`config.mk`:
```
export PLATFORM = sky130hd
export DESIGN_NAME = serial_adder
export DESIGN_NICKNAME = d
export VERILOG_FILES = /design/src/rtl/serial_adder_pkg.sv /design/src/rtl/full_adder.sv /design/src/rtl/half_adder.sv /design/src/rtl/serial_adder.sv
export SDC_FILE = /design/constraint.sdc
export NUM_CORES = 1
export LEC_CHECK = 0
export ABC_CLOCK_PERIOD_IN_PS = 2000
export CORE_MARGIN = 2
export CORE_UTILIZATION = 51
export DETAILED_ROUTE_END_ITERATION = 8
export GPL_TIMING_DRIVEN = 0
export PLACE_DENSITY_LB_ADDON = 0.08
export REMOVE_ABC_BUFFERS = 1
export SLEW_MARGIN = 10
export SYNTH_ARGS = -nofsm -noshare
export SYNTH_HDL_FRONTEND = slang
export SYNTH_SLANG_ARGS = --single-unit
export TNS_END_PERCENT = 50
```
`constraint.sdc`:
```
create_clock -name clk -period 2 [get_ports clk]
set_input_delay 0.3 -clock clk [delete_from_list [all_inputs] [get_ports clk]]
set_output_delay 0.3 -clock clk [all_outputs]
set_load 0.01 [all_outputs]
```
`src/rtl/serial_adder_pkg.sv`:
```
// Shared types and defaults for the bit-serial adder.
package serial_adder_pkg;

    localparam int WIDTH_DEF = 8;

    typedef enum logic [1:0] {
        IDLE,
        ADD,
        DONE
    } state_t;

endpackage

```
`src/rtl/full_adder.sv`:
```
// One-bit full adder built from two half adders.
module full_adder (
    input  logic a,
    input  logic b,
    input  logic cin,
    output logic sum,
    output logic cout
);

    logic s0;
    logic c0;
    logic c1;

    half_adder u_ha0 (
        .a     (a),
        .b     (b),
        .sum   (s0),
        .carry (c0)
    );

    half_adder u_ha1 (
        .a     (s0),
        .b     (cin),
        .sum   (sum),
        .carry (c1)
    );

    assign cout = c0 | c1;

endmodule

```
`src/rtl/half_adder.sv`:
```
// One-bit half adder.
module half_adder (
    input  logic a,
    input  logic b,
    output logic sum,
    output logic carry
);

    assign sum   = a ^ b;
    assign carry = a & b;

endmodule

```
`src/rtl/serial_adder.sv`:
```
// Bit-serial adder: one full-adder bit per clock, LSB first.
module serial_adder
    import serial_adder_pkg::*;
#(
    parameter int WIDTH = WIDTH_DEF
) (
    input  logic             clk,
    input  logic             rst_n,
    input  logic             start,
    input  logic [WIDTH-1:0] a,
    input  logic [WIDTH-1:0] b,
    input  logic             cin,
    output logic             busy,
    output logic             done,
    output logic [WIDTH-1:0] sum,
    output logic             cout
);

    localparam int CW = $clog2(WIDTH) + 1;
    localparam logic [CW-1:0] LAST = CW'(WIDTH - 1);

    state_t           state;
    state_t           state_next;
    logic [WIDTH-1:0] op_a;
    logic [WIDTH-1:0] op_b;
    logic [WIDTH-1:0] res;
    logic [CW-1:0]    cnt;
    logic             carry;
    logic             bit_sum;
    logic             bit_carry;
    logic             load;
    logic             step;
    logic             last;

    full_adder u_fa (
        .a    (op_a[0]),
        .b    (op_b[0]),
        .cin  (carry),
        .sum  (bit_sum),
        .cout (bit_carry)
    );

    assign last = (cnt == LAST);
    assign busy = (state == ADD);
    assign done = (state == DONE);

    always_comb begin
        state_next = state;
        load       = 1'b0;
        step       = 1'b0;
        unique case (state)
            IDLE: begin
                if (start) begin
                    load       = 1'b1;
                    state_next = ADD;
                end
            end
            ADD: begin
                step = 1'b1;
                if (last) begin
                    state_next = DONE;
                end
            end
            DONE:    state_next = IDLE;
            default: state_next = IDLE;
        endcase
    end

    always_ff @(posedge clk or negedge rst_n) begin
        if (!rst_n) begin
            state <= IDLE;
        end else begin
            state <= state_next;
        end
    end

    // Visible sum/cout change only on the final bit, never mid-addition.
    always_ff @(posedge clk or negedge rst_n) begin
        if (!rst_n) begin
            op_a  <= '0;
            op_b  <= '0;
            res   <= '0;
            cnt   <= '0;
            carry <= 1'b0;
            sum   <= '0;
            cout  <= 1'b0;
        end else if (load) begin
            op_a  <= a;
            op_b  <= b;
            carry <= cin;
            cnt   <= '0;
        end else if (step) begin
            op_a  <= op_a >> 1;
            op_b  <= op_b >> 1;
            carry <= bit_carry;
            res   <= {bit_sum, res[WIDTH-1:1]};
            cnt   <= cnt + CW'(1);
            if (last) begin
                sum  <= {bit_sum, res[WIDTH-1:1]};
                cout <= bit_carry;
            end
        end
    end

endmodule

```
==> results of run 1 <==
logic make-up (layout without fill, tap and decap cells):
group,after synthesis,in the layout,share of synthesized area
and+or+nand+nor,51,51,0.145
AOI/OAI and AO/OA,50,50,0.178
DFF,39,39,0.567
buffers and inverters,11,49,0.0269
muxes,10,10,0.0647
adders and majority gates,2,2,0.0189
per-stage QoR:
stage	power (W)	util	cell area (µm²)	TNS, ns	hold slack, ns
6_report	0.00315	0.675	2220	0	0.349
5_1_grt	0.00342	0.675	2220	0	0.366
4_1_cts	0.00314	0.669	2200	0	0.355
3_5_place_dp	0.00250	0.626	2060	-7.03	0.197
3_3_place_gp	0.00244	0.621	2040	-16.32	0.455
2_1_floorplan	0.00204	-	1680	0	0.00441
worst max-delay path, stage by stage, from the launching register on:
cell and delay [ns]:
dfrtp_4 0.58, nand2b_4 0.11, clkinvlp_4 0.10, clkdlybuf4s50_1 0.48
state kept, by name, indices dropped and copies added (netlist names):
name,count
carry,1
cnt,4
cout,1
op_a,8
op_b,8
res,7
state,2
sum,8
placed cells by master, fill, tap and decap left out, drive strengths merged, types with 2 or more instances in the layout:
cell | netlist | layout
mux2 | 9 | 9
nand2 | 30 | 30
clkdlybuf4s50 | 0 | 29
clkbuf | 5 | 6
o21ai | 18 | 18
buf | 4 | 8
clkinvlp | 0 | 2
nor2 | 2 | 2
a22oi | 15 | 15
nand3 | 2 | 2
dfrtp | 39 | 39
a21oi | 13 | 13
nor2b | 15 | 15
worst paths after layout:
check                                startpoint              endpoint  slack [ns]  cells past startpoint
setup / recovery           state[0]$_DFFE_PN0P_                  busy        0.09                      3
hold / removal                            rst_n    sum[3]$_DFFE_PN0P_        0.35                      2
setup reg to reg           state[0]$_DFFE_PN0P_    sum[2]$_DFFE_PN0P_        0.23                      4
hold reg to reg              res[1]$_DFFE_PN0P_    res[1]$_DFFE_PN0P_        0.48                      2
max in group asynchronous                 rst_n  state[0]$_DFFE_PN0P_        1.20                      3
min in group clk             res[1]$_DFFE_PN0P_    res[1]$_DFFE_PN0P_        0.48                      2
cell type report:
type / count / area, µm²
multi-input cells: 113 / 707
well taps: 46 / 57.6
repair buffers: 38 / 370
fillers: 298 / 1070
inverters: 2 / 11.3
flip-flops and latches: 39 / 981
repair inverters: 1 / 5.00
clock inverters: 2 / 35.0
clock buffers: 6 / 51.3
repair_timing:
item | in CTS | in global routing
endpoints found under the setup margin | 24 | 2
hold buffers | 1 | 0
setup buffers | 3 | 3
endpoints found under the hold margin | 11 | 0
gates cloned | 1 | 0
gates resized for setup | 6 | 0
where the power goes:
part           leakage, nW  switching [W]  internal, W
clock network       0.0482       0.000249     0.000295
logic                0.417       0.000612     0.000621
registers            0.504       0.000261      0.00112
total                0.969        0.00112      0.00203
layer usage:
metal / GRT usage / up-vias / share of wire
li1: - / 639 / -
met1: 0.243 / 657 / 0.46
met2: 0.325 / 26 / 0.49
met3: 0.0616 / 5 / 0.040
met4: 0.0528 / 0 / 0.0098
met5: 0 / - / 0
==> reports/summary.md, run 1 <==
The worst-case clock skew was 0.0102 ns; the number of endpoints with negative hold slack in the final report was 0. The worst path meets setup with 0.0915 ns of slack. The H-tree generated during clock tree synthesis spans 2 levels. Ratio of final minimum period to clock period: 0.954. After detailed routing, the total wire length is 3360 µm.

Dividing the detail-routed wire length by the instance count gives 13.6 µm. The final-stage net count came out at 222. The area enclosed by the die boundary was 3860 µm². The path class of the tightest hold or removal check is primary input to asynchronous set/reset pin. Share of layout cells above drive strength 1: 0.164.

Clock tree synthesis inserted a total of 5 buffers. After detailed routing, the number of remaining DRC violations is 0. The die extent in y was 62.1 µm; the total of max-cap violations was 0.

The logs give 1.61 ns for the critical path data arrival time and 0.524 for the initial cell density of the core. The core region is 3280 µm². The number of antenna violations at the first check in global routing was 0; the standard-cell row count was 21. The power density over the cells was 1420 nW/µm²; the shortest clock period the worst path allows after layout was 1.91 ns. The most numerous cell in the Yosys netlist is dfrtp_1.

Setup repair after global routing left no endpoint under its margin. Global-route usage over all layers: 0.193. Counting every sink on the clock net gives 39. The run gives 0.567 as the share of the yosys chip area belonging to registers.

Across the VDD grid, the largest voltage drop is 579 µV. The clock input transition at the sequential cells of the worst setup and hold paths is 0.12 ns, and the leakage power total is 0.969 nW. Remaining number of nets flagged by the antenna check after routing: 0. Setup violations remaining at the end of the flow were counted as 0. The worst path required time came out at 1.70 ns. The run finished with clean final reports. The synthesized instance count is 163, and the upper clock frequency limit is 524 MHz. The run gives -0.643 ns as the worst-case setup slack after placement. The tools report the post-synthesis cell area as 1720 µm². The max-slew violation count is 0, and the diode insertion count for antenna repair is 0. The synthesized design spends more area on one cell type than any other, namely dfrtp_1. Counting instances in the post-synthesis netlist gives the leading cell types as 39 x dfrtp_1, 30 x nand2_1, 18 x o21ai_0. The clock latency at the later pin of the worst-skew pair is 0.34 ns, and the number of vias after detailed routing is 1,327.

31 I/O pins were placed. Post-synthesis register bit count: 39. Share of synthesized registers carrying an async set or reset: 1.00.

In this run the tool buffered the top-level ports with 30 buffer cells. In this run, placement finished with an instance count of 231. The die is 62.1 µm wide. The number of enable flip-flop cells after synthesis was 0.

The global placer's final weighted congestion was 0.692; the estimated wirelength of the detail-placed design was 2190 µm. The tools report the via count of the first global-routing pass as 1,302. For the number of library cell types mapped by synthesis, the log shows 21.

The tools report the critical path launch point type as a flop. The class of the most critical setup path is flop to output port. The average via count per standard cell was 5.37. The first global-routing pass estimated 5890 µm of wire.

The tools report the cell chosen for the clock root as clkbuf_4. The largest driver fanout on the critical path was 13; the number of cells in the finished layout apart from fillers was 247. The leading register cell type out of synthesis is dfrtp_1.

The worst max-slew margin expressed relative to the limit was 0.626; the first-pass iteration count of the detailed router was 4. Entering global routing, the biggest net connects 29 pins. The maximum clock path buffer count came out at 2.

From synthesis to final layout, the design area changed by 28.9%. The total overflow left after global routing is 0. For the pin with the worst max-slew slack, the measured transition is 0.559 ns. STA classifies the critical path endpoint as an output port. TritonCTS built the clock tree. By area the synthesized netlist is led by dfrtp_1 57%, a22oi_1 6.5%, nand2_1 6.5%, mux2_2 5.9%, nor2b_1 5.5%. The number of warnings reported in the yosys synthesis log is 0, and the mean post-synth cell area is 10.6 µm².

The top-area cell type share of the netlist area is 0.567, and the initial DRC count is 68.
Power figures use the tool's default switching activity.
==> run 2, diff against run 1 <==
- CTS_CLUSTER_DIAMETER: default -> 30
==> results of run 2 <==
Same layout as run 1: the final DEF is identical, and so are final timing and power.
